`config.mk`:
```
export PLATFORM = sky130hd
export DESIGN_NAME = trigger_arm_ctrl_flat
export DESIGN_NICKNAME = d
export VERILOG_FILES = /design/src/rtl/trigger_arm_ctrl_if.sv /design/src/rtl/trigger_arm_ctrl.sv /design/src/flat_wrapper.sv
export SDC_FILE = /design/constraint.sdc
export NUM_CORES = 1
export LEC_CHECK = 0
export CAP_MARGIN = 20
export CORE_MARGIN = 2
export CORE_UTILIZATION = 35
export DETAILED_ROUTE_END_ITERATION = 7
export RECOVER_POWER = 25
export SYNTH_ARGS = -nofsm -noshare
export SYNTH_HDL_FRONTEND = slang
export SYNTH_SLANG_ARGS = --single-unit
```
`constraint.sdc`:
```
create_clock -name clk -period 3.2 [get_ports clk]
set_clock_uncertainty 0.1 [all_clocks]
set_input_delay 0.8 -clock clk [delete_from_list [all_inputs] [get_ports clk]]
set_output_delay 0.8 -clock clk [all_outputs]
set_load 0.01 [all_outputs]
```
`src/rtl/trigger_arm_ctrl_if.sv`:
```
// Configuration bus between a host and trigger_arm_ctrl: compare-word writes,
// arm/disarm requests and the write-reject pulse returned by the controller.
interface trigger_arm_ctrl_if;
   logic        CfgValid;
   logic [2:0]  CfgAddr;
   logic [31:0] CfgData;
   logic        CfgArm;
   logic        CfgDisarm;
   logic        CfgReject;

   modport master (
      output CfgValid, CfgAddr, CfgData, CfgArm, CfgDisarm,
      input  CfgReject
   );

   modport slave (
      input  CfgValid, CfgAddr, CfgData, CfgArm, CfgDisarm,
      output CfgReject
   );
endinterface

```
`src/rtl/trigger_arm_ctrl.sv`:
```
// Arm/disarm controller in front of the RVVI ethernet trigger generator: holds the
// compare string, gates the receive stream on frame boundaries, conditions triggers.
module trigger_arm_ctrl #(
   parameter logic [159:0] DEFAULT_COMPARE = 160'd0,
   parameter int           HOLDOFF_W       = 16,
   parameter int           COUNT_W         = 8,
   parameter int           PULSE_LEN       = 10
) (
   input  logic                 clk,
   input  logic                 resetn,
   trigger_arm_ctrl_if.slave    cfg,
   input  logic [HOLDOFF_W-1:0] HoldoffCycles,
   input  logic [COUNT_W-1:0]   MaxTriggers,
   input  logic                 RvviAxiRvalid,
   input  logic                 RvviAxiRlast,
   output logic                 RvviAxiRvalidOut,
   output logic                 RvviAxiRlastOut,
   input  logic                 IlaTriggerIn,
   input  logic [31:0]          TriggerMessageIn,
   output logic [159:0]         CompareString,
   output logic                 IlaTriggerOut,
   output logic [31:0]          TriggerMessage,
   output logic                 MessageValid,
   output logic [COUNT_W-1:0]   TriggerCount,
   output logic                 Armed
);

   localparam int PULSE_W = $clog2(PULSE_LEN + 1);

   typedef enum logic [2:0] {
      S_DISARMED = 3'd0,
      S_ARM_PEND = 3'd1,
      S_ARMED    = 3'd2,
      S_HOLDOFF  = 3'd3,
      S_DONE     = 3'd4
   } state_t;

   state_t               state;
   state_t               state_next;
   logic                 in_frame;
   logic                 gate_open;
   logic                 gate_want;
   logic                 boundary;
   logic                 trig_prev;
   logic                 trig_accept;
   logic                 last_trigger;
   logic                 arm_clear;
   logic                 cfg_accept;
   logic                 msg_pend;
   logic [HOLDOFF_W-1:0] holdoff_cnt;
   logic [PULSE_W-1:0]   pulse_cnt;
   logic [COUNT_W:0]     count_inc;

   // A frame boundary is the only point where the gate or ARM_PEND may move on.
   assign boundary    = ~in_frame & ~RvviAxiRvalid;
   assign trig_accept = IlaTriggerIn & ~trig_prev & (state == S_ARMED);
   assign count_inc   = {1'b0, TriggerCount} + (COUNT_W + 1)'(1);
   assign last_trigger = (MaxTriggers != '0) && (count_inc >= {1'b0, MaxTriggers});

   assign RvviAxiRvalidOut = RvviAxiRvalid & gate_open;
   assign RvviAxiRlastOut  = RvviAxiRlast & gate_open;
   assign IlaTriggerOut    = (pulse_cnt != '0);

   always_ff @(posedge clk) begin
      if (!resetn) begin
         state <= S_DISARMED;
      end else begin
         state <= state_next;
      end
   end

   always_comb begin
      state_next = state;
      if (cfg.CfgDisarm) begin
         state_next = S_DISARMED;
      end else begin
         unique case (state)
            S_DISARMED, S_DONE: begin
               if (cfg.CfgArm) state_next = S_ARM_PEND;
            end
            S_ARM_PEND: begin
               if (boundary) state_next = S_ARMED;
            end
            S_ARMED: begin
               if (trig_accept) state_next = last_trigger ? S_DONE : S_HOLDOFF;
            end
            S_HOLDOFF: begin
               if (holdoff_cnt == '0) state_next = S_ARMED;
            end
            default: state_next = S_DISARMED;
         endcase
      end
   end

   always_comb begin
      Armed      = (state == S_ARMED);
      gate_want  = (state == S_ARMED);
      arm_clear  = cfg.CfgArm & ~cfg.CfgDisarm &
                   ((state == S_DISARMED) || (state == S_DONE));
      cfg_accept = cfg.CfgValid & ~gate_open & (state != S_ARMED) &
                   (cfg.CfgAddr <= 3'd4);
   end

   // Stream framing and the boundary-synchronised gate.
   always_ff @(posedge clk) begin
      if (!resetn) begin
         in_frame  <= 1'b0;
         gate_open <= 1'b0;
      end else begin
         if (RvviAxiRvalid) in_frame <= ~RvviAxiRlast;
         if (boundary) gate_open <= gate_want;
      end
   end

   always_ff @(posedge clk) begin
      if (!resetn) begin
         trig_prev   <= 1'b0;
         holdoff_cnt <= '0;
         pulse_cnt   <= '0;
         TriggerCount <= '0;
      end else begin
         trig_prev <= IlaTriggerIn;

         if (trig_accept) begin
            holdoff_cnt <= HoldoffCycles;
         end else if ((state == S_HOLDOFF) && (holdoff_cnt != '0)) begin
            holdoff_cnt <= holdoff_cnt - HOLDOFF_W'(1);
         end

         // A fresh edge restarts the pulse even if one is still running.
         if (trig_accept) begin
            pulse_cnt <= PULSE_W'(PULSE_LEN);
         end else if (pulse_cnt != '0) begin
            pulse_cnt <= pulse_cnt - PULSE_W'(1);
         end

         if (arm_clear) begin
            TriggerCount <= '0;
         end else if (trig_accept && (TriggerCount != '1)) begin
            TriggerCount <= TriggerCount + COUNT_W'(1);
         end
      end
   end

   // Message is sampled one cycle after the accepted edge, published the cycle after.
   always_ff @(posedge clk) begin
      if (!resetn) begin
         msg_pend       <= 1'b0;
         MessageValid   <= 1'b0;
         TriggerMessage <= '0;
      end else begin
         msg_pend     <= trig_accept;
         MessageValid <= msg_pend;
         if (msg_pend) TriggerMessage <= TriggerMessageIn;
      end
   end

   always_ff @(posedge clk) begin
      if (!resetn) begin
         CompareString <= DEFAULT_COMPARE;
         cfg.CfgReject <= 1'b0;
      end else begin
         cfg.CfgReject <= cfg.CfgValid & ~cfg_accept;
         for (int i = 0; i < 5; i++) begin
            if (cfg_accept && (cfg.CfgAddr == 3'(i))) begin
               CompareString[32*i +: 32] <= cfg.CfgData;
            end
         end
      end
   end

endmodule

```
`src/flat_wrapper.sv`:
```
// flat-port wrapper written by rule: the top's interface ports become plain ports
module trigger_arm_ctrl_flat 
#(
   parameter logic [159:0] DEFAULT_COMPARE = 160'd0,
   parameter int           HOLDOFF_W       = 16,
   parameter int           COUNT_W         = 8,
   parameter int           PULSE_LEN       = 10
)
  (clk, resetn, HoldoffCycles, MaxTriggers, RvviAxiRvalid, RvviAxiRlast, RvviAxiRvalidOut, RvviAxiRlastOut, IlaTriggerIn, TriggerMessageIn, CompareString, IlaTriggerOut, TriggerMessage, MessageValid, TriggerCount, Armed, cfg_CfgValid, cfg_CfgAddr, cfg_CfgData, cfg_CfgArm, cfg_CfgDisarm, cfg_CfgReject);
  trigger_arm_ctrl_if cfg_i ();
  input  logic clk;
  input  logic resetn;
  input  logic [HOLDOFF_W-1:0] HoldoffCycles;
  input  logic [COUNT_W-1:0] MaxTriggers;
  input  logic RvviAxiRvalid;
  input  logic RvviAxiRlast;
  output logic RvviAxiRvalidOut;
  output logic RvviAxiRlastOut;
  input  logic IlaTriggerIn;
  input  logic [31:0] TriggerMessageIn;
  output logic [159:0] CompareString;
  output logic IlaTriggerOut;
  output logic [31:0] TriggerMessage;
  output logic MessageValid;
  output logic [COUNT_W-1:0] TriggerCount;
  output logic Armed;
  input wire logic [$bits(cfg_i.CfgValid)-1:0] cfg_CfgValid;
  input wire logic [$bits(cfg_i.CfgAddr)-1:0] cfg_CfgAddr;
  input wire logic [$bits(cfg_i.CfgData)-1:0] cfg_CfgData;
  input wire logic [$bits(cfg_i.CfgArm)-1:0] cfg_CfgArm;
  input wire logic [$bits(cfg_i.CfgDisarm)-1:0] cfg_CfgDisarm;
  output wire logic [$bits(cfg_i.CfgReject)-1:0] cfg_CfgReject;
  assign cfg_i.CfgValid = cfg_CfgValid;
  assign cfg_i.CfgAddr = cfg_CfgAddr;
  assign cfg_i.CfgData = cfg_CfgData;
  assign cfg_i.CfgArm = cfg_CfgArm;
  assign cfg_i.CfgDisarm = cfg_CfgDisarm;
  assign cfg_CfgReject = cfg_i.CfgReject;
  trigger_arm_ctrl #(.DEFAULT_COMPARE(DEFAULT_COMPARE), .HOLDOFF_W(HOLDOFF_W), .COUNT_W(COUNT_W), .PULSE_LEN(PULSE_LEN)) u_core (.clk(clk), .resetn(resetn), .cfg(cfg_i), .HoldoffCycles(HoldoffCycles), .MaxTriggers(MaxTriggers), .RvviAxiRvalid(RvviAxiRvalid), .RvviAxiRlast(RvviAxiRlast), .RvviAxiRvalidOut(RvviAxiRvalidOut), .RvviAxiRlastOut(RvviAxiRlastOut), .IlaTriggerIn(IlaTriggerIn), .TriggerMessageIn(TriggerMessageIn), .CompareString(CompareString), .IlaTriggerOut(IlaTriggerOut), .TriggerMessage(TriggerMessage), .MessageValid(MessageValid), .TriggerCount(TriggerCount), .Armed(Armed));
endmodule
```
==> results.toml, run 1 <==
[status]
status = "finished, violations left"
violations = "capacitance limit, slew limit"

[timing]
finalHoldViolations = 0
setup_slack_ps = 313
finalCritPeriodShare = 0.902
finalSetupTns_ps = 0
holdWs_ps = 351
relSlewSlack = -0.214
period_minus_slack_ps = 2890
final-setup-viol-count = 0
worstMarginPinSlew_ps = 1820
rsz0062_at_grt = "no"
fmax_ghz = 0.346
drv_slew = 34

[logic_synthesis]
synth_area_mm2 = 0.00883
synth_top_area_cell = "dfxtp_1"
ys_ff_latch = 229
synth_top_flop_cell = "dfxtp_1"
synth_top_area_frac = 0.519
synth-edff-count = 0
syn-num-nets = 1191
async_flop_share = 0
yosys-top-cells-area = "dfxtp_1 52%, nand2_1 15%, a21oi_1 10%"
syn_avg_cell_area_um2 = 8.16
syn_inst = 1082
yosysUniqueCellTypes = 54
yosysWarnings = 0
ys_seq_area_frac = 0.519

[final_layout]
final_cell_mix = "344 x nand2_1, 301 x clkdlybuf4s50_1, 229 x dfxtp_1"
nets = 1477
fillers = 2408
drive_above_1_share = 0.0541
syn_to_final_growth_pct = 46.7
final_cells = 1717
final_common_cell = "nand2_1"

[power]
total_power_mw = 6.37
p_leak_nw = 4.46
vdd_drop_max_v = 0.000319
powerDensity_mw_per_mm2 = 492

[floorplanning]
row_count = 58
die_x_um = 163
dieHeight_um = 163
io_pins = 305
initial_core_util = 0.354
core_area_mm2 = 0.0250
die_area_mm2 = 0.0265

[global_routing]
overflow = 0
grt_pass1_wl_mm = 43.4
grt_max_degree = 121
antenna_found_initial = 1
grt.total_usage = 0.204
first_global_vias = 7831

[setup_path]
startpoint_type = "input pin"
setup.worst_path.end_class = "output port"
crit_fanout = 4
worstPathRequired_ps = 2300
timing.rr.end = "u_core.CompareString[117]$_SDFFE_PN0P_"
worstSetupEndpoint = "RvviAxiRvalidOut"
r2r_cells = 8
criticalPathCategory = "input pin to output port"
rr_startpoint = "u_core.state[0]$_SDFFE_PP0P_"
startpoint = "RvviAxiRvalid"
cp.arrival_ps = 1990
rrSetupSlack_ps = 450

[cts]
htree_levels = 1
cts_tree = "done"
post_cts.repair.setup_buffers = 0
cts-root-buf = "clkbuf_16"
cts_resized = 0
clk_pin_slew_ps = 60
cts_sinks = 229
cts_made_buffers = 26
hold_buffers = 0
clock_path_buffers = 3
clock_latency_ps = 520

[worst_hold_path]
hold_path.class = "flip-flop to flip-flop"

[run]
drv_cap = 1

[placement]
routabilityCongestion = 0.846
dp_hpwl_mm = 19.5
numPortBuffers = 304
place_inst = 1670
dp_slack_ps = 320

[detailed_routing]
drt-pass1-iter-count = 5
post_drt_via_cell_ratio = 4.82
routed_wl_mm = 28.2
drcViolationCount = 0
vias = 8283
drtAntennaViolNets = 0
drtIter0Drc = 587
wl_per_cell_um = 16.4
critical path, stage by stage:
cell and delay, ps:
clkdlybuf4s50_1 510, and2_1 140, clkdlybuf4s50_1 540
logic make-up (layout without fill, tap and decap cells):
| logic type | count (synthesis) | in the layout | synth area share |
|---|---|---|---|
| mux | 34 | 34 | 0.0387 |
| fa+ha+maj | 10 | 10 | 0.0142 |
| compound gates | 227 | 227 | 0.138 |
| other cells | 0 | 1 | 0 |
| xor+xnor | 18 | 18 | 0.0179 |
| simple gates | 480 | 480 | 0.231 |
| flops | 229 | 229 | 0.519 |
| buf+inv | 84 | 388 | 0.0405 |
cells in the mapped netlist, types with 2 or more instances:
cell type and instances:
a211oi_1 6, a21o_1 5, a21oi_1 179, a31o_2 2, a31oi_1 6, and2_1 6
and3_1 2, and3b_1 2, buf_2 16, buf_4 6, clkbuf_1 47, dfxtp_1 229
ha_1 10, inv_1 12, inv_2 3, mux2i_1 33, nand2_1 344, nand2b_1 3
nand3_1 10, nand3b_1 2, nand4_1 4, nor2_1 63, nor2b_1 2, nor3_1 8
nor3b_1 2, nor4_1 8, o21ai_0 17, o311ai_0 2, o31a_1 3, or2_2 4
or3_1 5, or4_1 3, xnor2_1 15, xor2_1 3
how the worst min path moves through the flow:
stage | endpoint | cells after the start | slack [ps] | startpoint
after global routing | u_core.CompareString[105]$_SDFFE_PN0P_ | 2 | 370 | u_core.CompareString[105]$_SDFFE_PN0P_
after detailed placement | u_core.CompareString[83]$_SDFFE_PN0P_ | 2 | 350 | u_core.CompareString[83]$_SDFFE_PN0P_
final | u_core.CompareString[142]$_SDFFE_PN0P_ | 2 | 350 | u_core.CompareString[142]$_SDFFE_PN0P_
after floorplan | u_core.pulse_cnt[2]$_SDFFE_PP0P_ | 2 | 350 | u_core.pulse_cnt[3]$_SDFFE_PN0P_
after global placement | u_core.CompareString[134]$_SDFFE_PN0P_ | 2 | 340 | u_core.CompareString[134]$_SDFFE_PN0P_
after CTS | u_core.CompareString[94]$_SDFFE_PN0P_ | 2 | 350 | u_core.CompareString[94]$_SDFFE_PN0P_
routing by layer:
layer,GRT usage,part of all wire
met1,0.269,0.45
met2,0.337,0.46
met3,0.0481,0.070
met4,0.0559,0.025
met5,0,0
through the flow:
step | util | area (um^2)
after global placement | 0.488 | 12200
after detailed placement | 0.488 | 12200
final | 0.519 | 13000
after global routing | 0.519 | 12900
after CTS | 0.520 | 13000
after floorplan | - | 8830
sequential cells by signal, indices dropped and copies added (netlist names):
name / cells
u_core.msg_pend: 1
u_core.gate_open: 1
u_core.CompareString: 160
u_core.holdoff_cnt: 16
u_core.MessageValid: 1
u_core.TriggerCount: 8
u_core.pulse_cnt: 4
u_core.in_frame: 1
u_core.trig_prev: 1
u_core.TriggerMessage: 32
u_core.cfg.CfgReject: 1
u_core.state: 3
where the power goes:
part           total, mW  switching, mW  internal (mW)
combinational      0.610          0.315          0.295
clock               2.80           1.15           1.65
sequential          2.96         0.0454           2.92
layout make-up:
cell class	count	area, um^2	area share
Sequential cell	229	4580	0.354
Multi-Input combinational cell	769	3870	0.299
Timing Repair Buffer	327	3210	0.248
Clock buffer	40	774	0.0598
Tap cell	330	413	0.0319
Inverter	15	61.3	0.00473
Clock inverter	6	30.0	0.00232
Antenna cell	1	2.50	0.000193
Note: power is estimated with default switching activity, not from simulation.
==> run 2, diff against run 1 <==
REMOVE_ABC_BUFFERS = 1   (was unset)
==> run 2 against run 1 <==
Effect of this change: setup slack gained 6.6 ps; clock-buffer cell count is 3 lower; the run still ends with capacitance limit, slew limit left; highest routed layer unchanged; cell count about the same; critical path type unchanged; cell area grew 0.70%.
==> results.toml, run 2 (synthesized netlist as in run 1, its figures left out) <==
[final_layout]
regMostFlops = "u_core.CompareString"
nets = 1477
final_cells = 1716
design_area_mm2 = 0.0130
syn_to_final_growth_pct = 47.7
final_common_cell = "nand2_1"
top_regs = "u_core.CompareString (160), u_core.TriggerMessage (32), u_core.holdoff_cnt (16)"
utilization = 0.522
fillers = 2410
largest_reg_flops = 160
antenna_cells = 0
drive_above_1_share = 0.0556
final_cell_mix = "344 x nand2_1, 301 x clkdlybuf4s50_1, 228 x dfxtp_1"

[cts]
post_cts.repair.setup_buffers = 0
cts_tree = "done"
cts_sinks = 229
clock_latency_ps = 520
cts-root-buf = "clkbuf_16"
clk_pin_slew_ps = 60
hold_buffers = 0
clock_path_buffers = 3
cts_made_buffers = 26
cts_resized = 0
htree_levels = 1

[floorplanning]
initial_core_util = 0.354
die_x_um = 163
core_area_mm2 = 0.0250
io_pins = 305
row_count = 58
die_area_mm2 = 0.0265
dieHeight_um = 163

[setup_path]
cp_cell_sequence = "clkdlybuf4s50_1 > and2_1 > clkdlybuf4s50_1"
cp_slowest_cell = "clkdlybuf4s50_1"
setup.worst_path.end_class = "output port"
worstPathRequired_ps = 2300
path_buf_inv = 2
cp.arrival_ps = 1980
worstSetupEndpoint = "RvviAxiRvalidOut"
critical_path.top_delay_family = "buffers and inverters"
cpPeakStageDelay_ps = 530
worst-path-stages = 3
timing.rr.end = "u_core.CompareString[51]$_SDFFE_PN0P_"
criticalPathCategory = "input pin to output port"
rr_startpoint = "u_core.state[0]$_SDFFE_PP0P_"
crit_fanout = 4
startpoint_type = "input pin"
rrSetupSlack_ps = 530
r2r_cells = 8
crit_top_cell = "clkdlybuf4s50_1"
startpoint = "RvviAxiRvalid"

[detailed_routing]
routed_wl_mm = 28.9
post_drt_via_cell_ratio = 4.84
drtIter0Drc = 527
wl_per_cell_um = 16.8
vias = 8300
drtAntennaViolNets = 0
drt-pass1-iter-count = 4
drcViolationCount = 0

[timing]
finalHoldViolations = 0
finalSetupTns_ps = 0
rsz0062_at_grt = "no"
worstMarginPinSlew_ps = 1900
setup_slack_ps = 320
period_minus_slack_ps = 2880
holdWs_ps = 352
relSlewSlack = -0.264
drv_slew = 101
final-setup-viol-count = 0
finalCritPeriodShare = 0.900
fmax_ghz = 0.347

[global_routing]
overflow = 0
antenna_found_initial = 0
first_global_vias = 8124
grt_max_degree = 105
grt_pass1_wl_mm = 44.4
grt.total_usage = 0.211

[run]
drv_cap = 1

[power]
switching_share = 0.233
combPwrFrac = 0.094
clkPwrFrac = 0.456
p_sw_mw = 1.54
total_power_mw = 6.58
vdd_drop_max_v = 0.000345
p_leak_nw = 4.49
internal-power_mw = 5.04
seqPwrFrac = 0.450
powerDensity_mw_per_mm2 = 504

[worst_hold_path]
hold_path.class = "flip-flop to flip-flop"

[placement]
place_inst = 1670
numPortBuffers = 304
dpl-instance-area_mm2 = 0.0122
dp_hpwl_mm = 19.9
dp_slack_ps = 328
routabilityCongestion = 0.855

[status]
violations = "capacitance limit, slew limit"
status = "finished, violations left"
-- run 2: cell count changes in the layout (fill, tap and decap cells not counted), moves of 2 or more --
cell,change
clkbuf_4,-2
buf_4,-5
buf_12,+2
bufinv_16,+2
-- run 2: routing by layer --
metal	up-vias	GRT usage	share of wire
met3	59	0.0527	0.071
met4	0	0.0813	0.037
li1	4174	-	-
met5	-	0	0
met2	266	0.347	0.45
met1	3801	0.267	0.44
-- run 2: final cells by class --
cell class,instances,area (um^2),share of cell area
clock buffer,37,773,0.0593
multi-input combinational,769,3890,0.298
inverter,15,61.3,0.00470
tap,330,413,0.0317
sequential,229,4590,0.352
clock inverter,9,97.6,0.00748
timing repair buffer,327,3220,0.247
-- run 2: power groups by stage --
stage / clock network [mW] / logic, mW / registers (mW)
final: 3.00 / 0.616 / 2.96
after global routing: 3.19 / 0.671 / 2.97
after detailed placement: 0 / 0.627 / 3.02
after CTS: 3.07 / 0.630 / 2.96
after floorplan: 0 / 0.227 / 3.04
after global placement: 0 / 0.624 / 3.02
-- run 2: worst min-delay path: stages (launching register included) --
cell     delay (ps)
dfxtp_1         310
nand2_1          50
a21oi_1          50
-- run 2: worst min path at each step --
stage	start	end	slack [ps]	cells after the start
after floorplan	u_core.pulse_cnt[3]$_SDFFE_PN0P_	u_core.pulse_cnt[2]$_SDFFE_PP0P_	350	2
after global placement	u_core.CompareString[74]$_SDFFE_PN0P_	u_core.CompareString[74]$_SDFFE_PN0P_	340	2
after detailed placement	u_core.CompareString[93]$_SDFFE_PN0P_	u_core.CompareString[93]$_SDFFE_PN0P_	350	2
after CTS	u_core.CompareString[93]$_SDFFE_PN0P_	u_core.CompareString[93]$_SDFFE_PN0P_	350	2
after global routing	u_core.CompareString[133]$_SDFFE_PN0P_	u_core.CompareString[133]$_SDFFE_PN0P_	360	2
final	u_core.CompareString[138]$_SDFFE_PN0P_	u_core.CompareString[138]$_SDFFE_PN0P_	350	2
==> run 3, diff against run 2 <==
SETUP_SLACK_MARGIN = 0.1   (was unset)
==> results of run 3 <==
Final layout, timing and power as in run 2 (identical DEF).
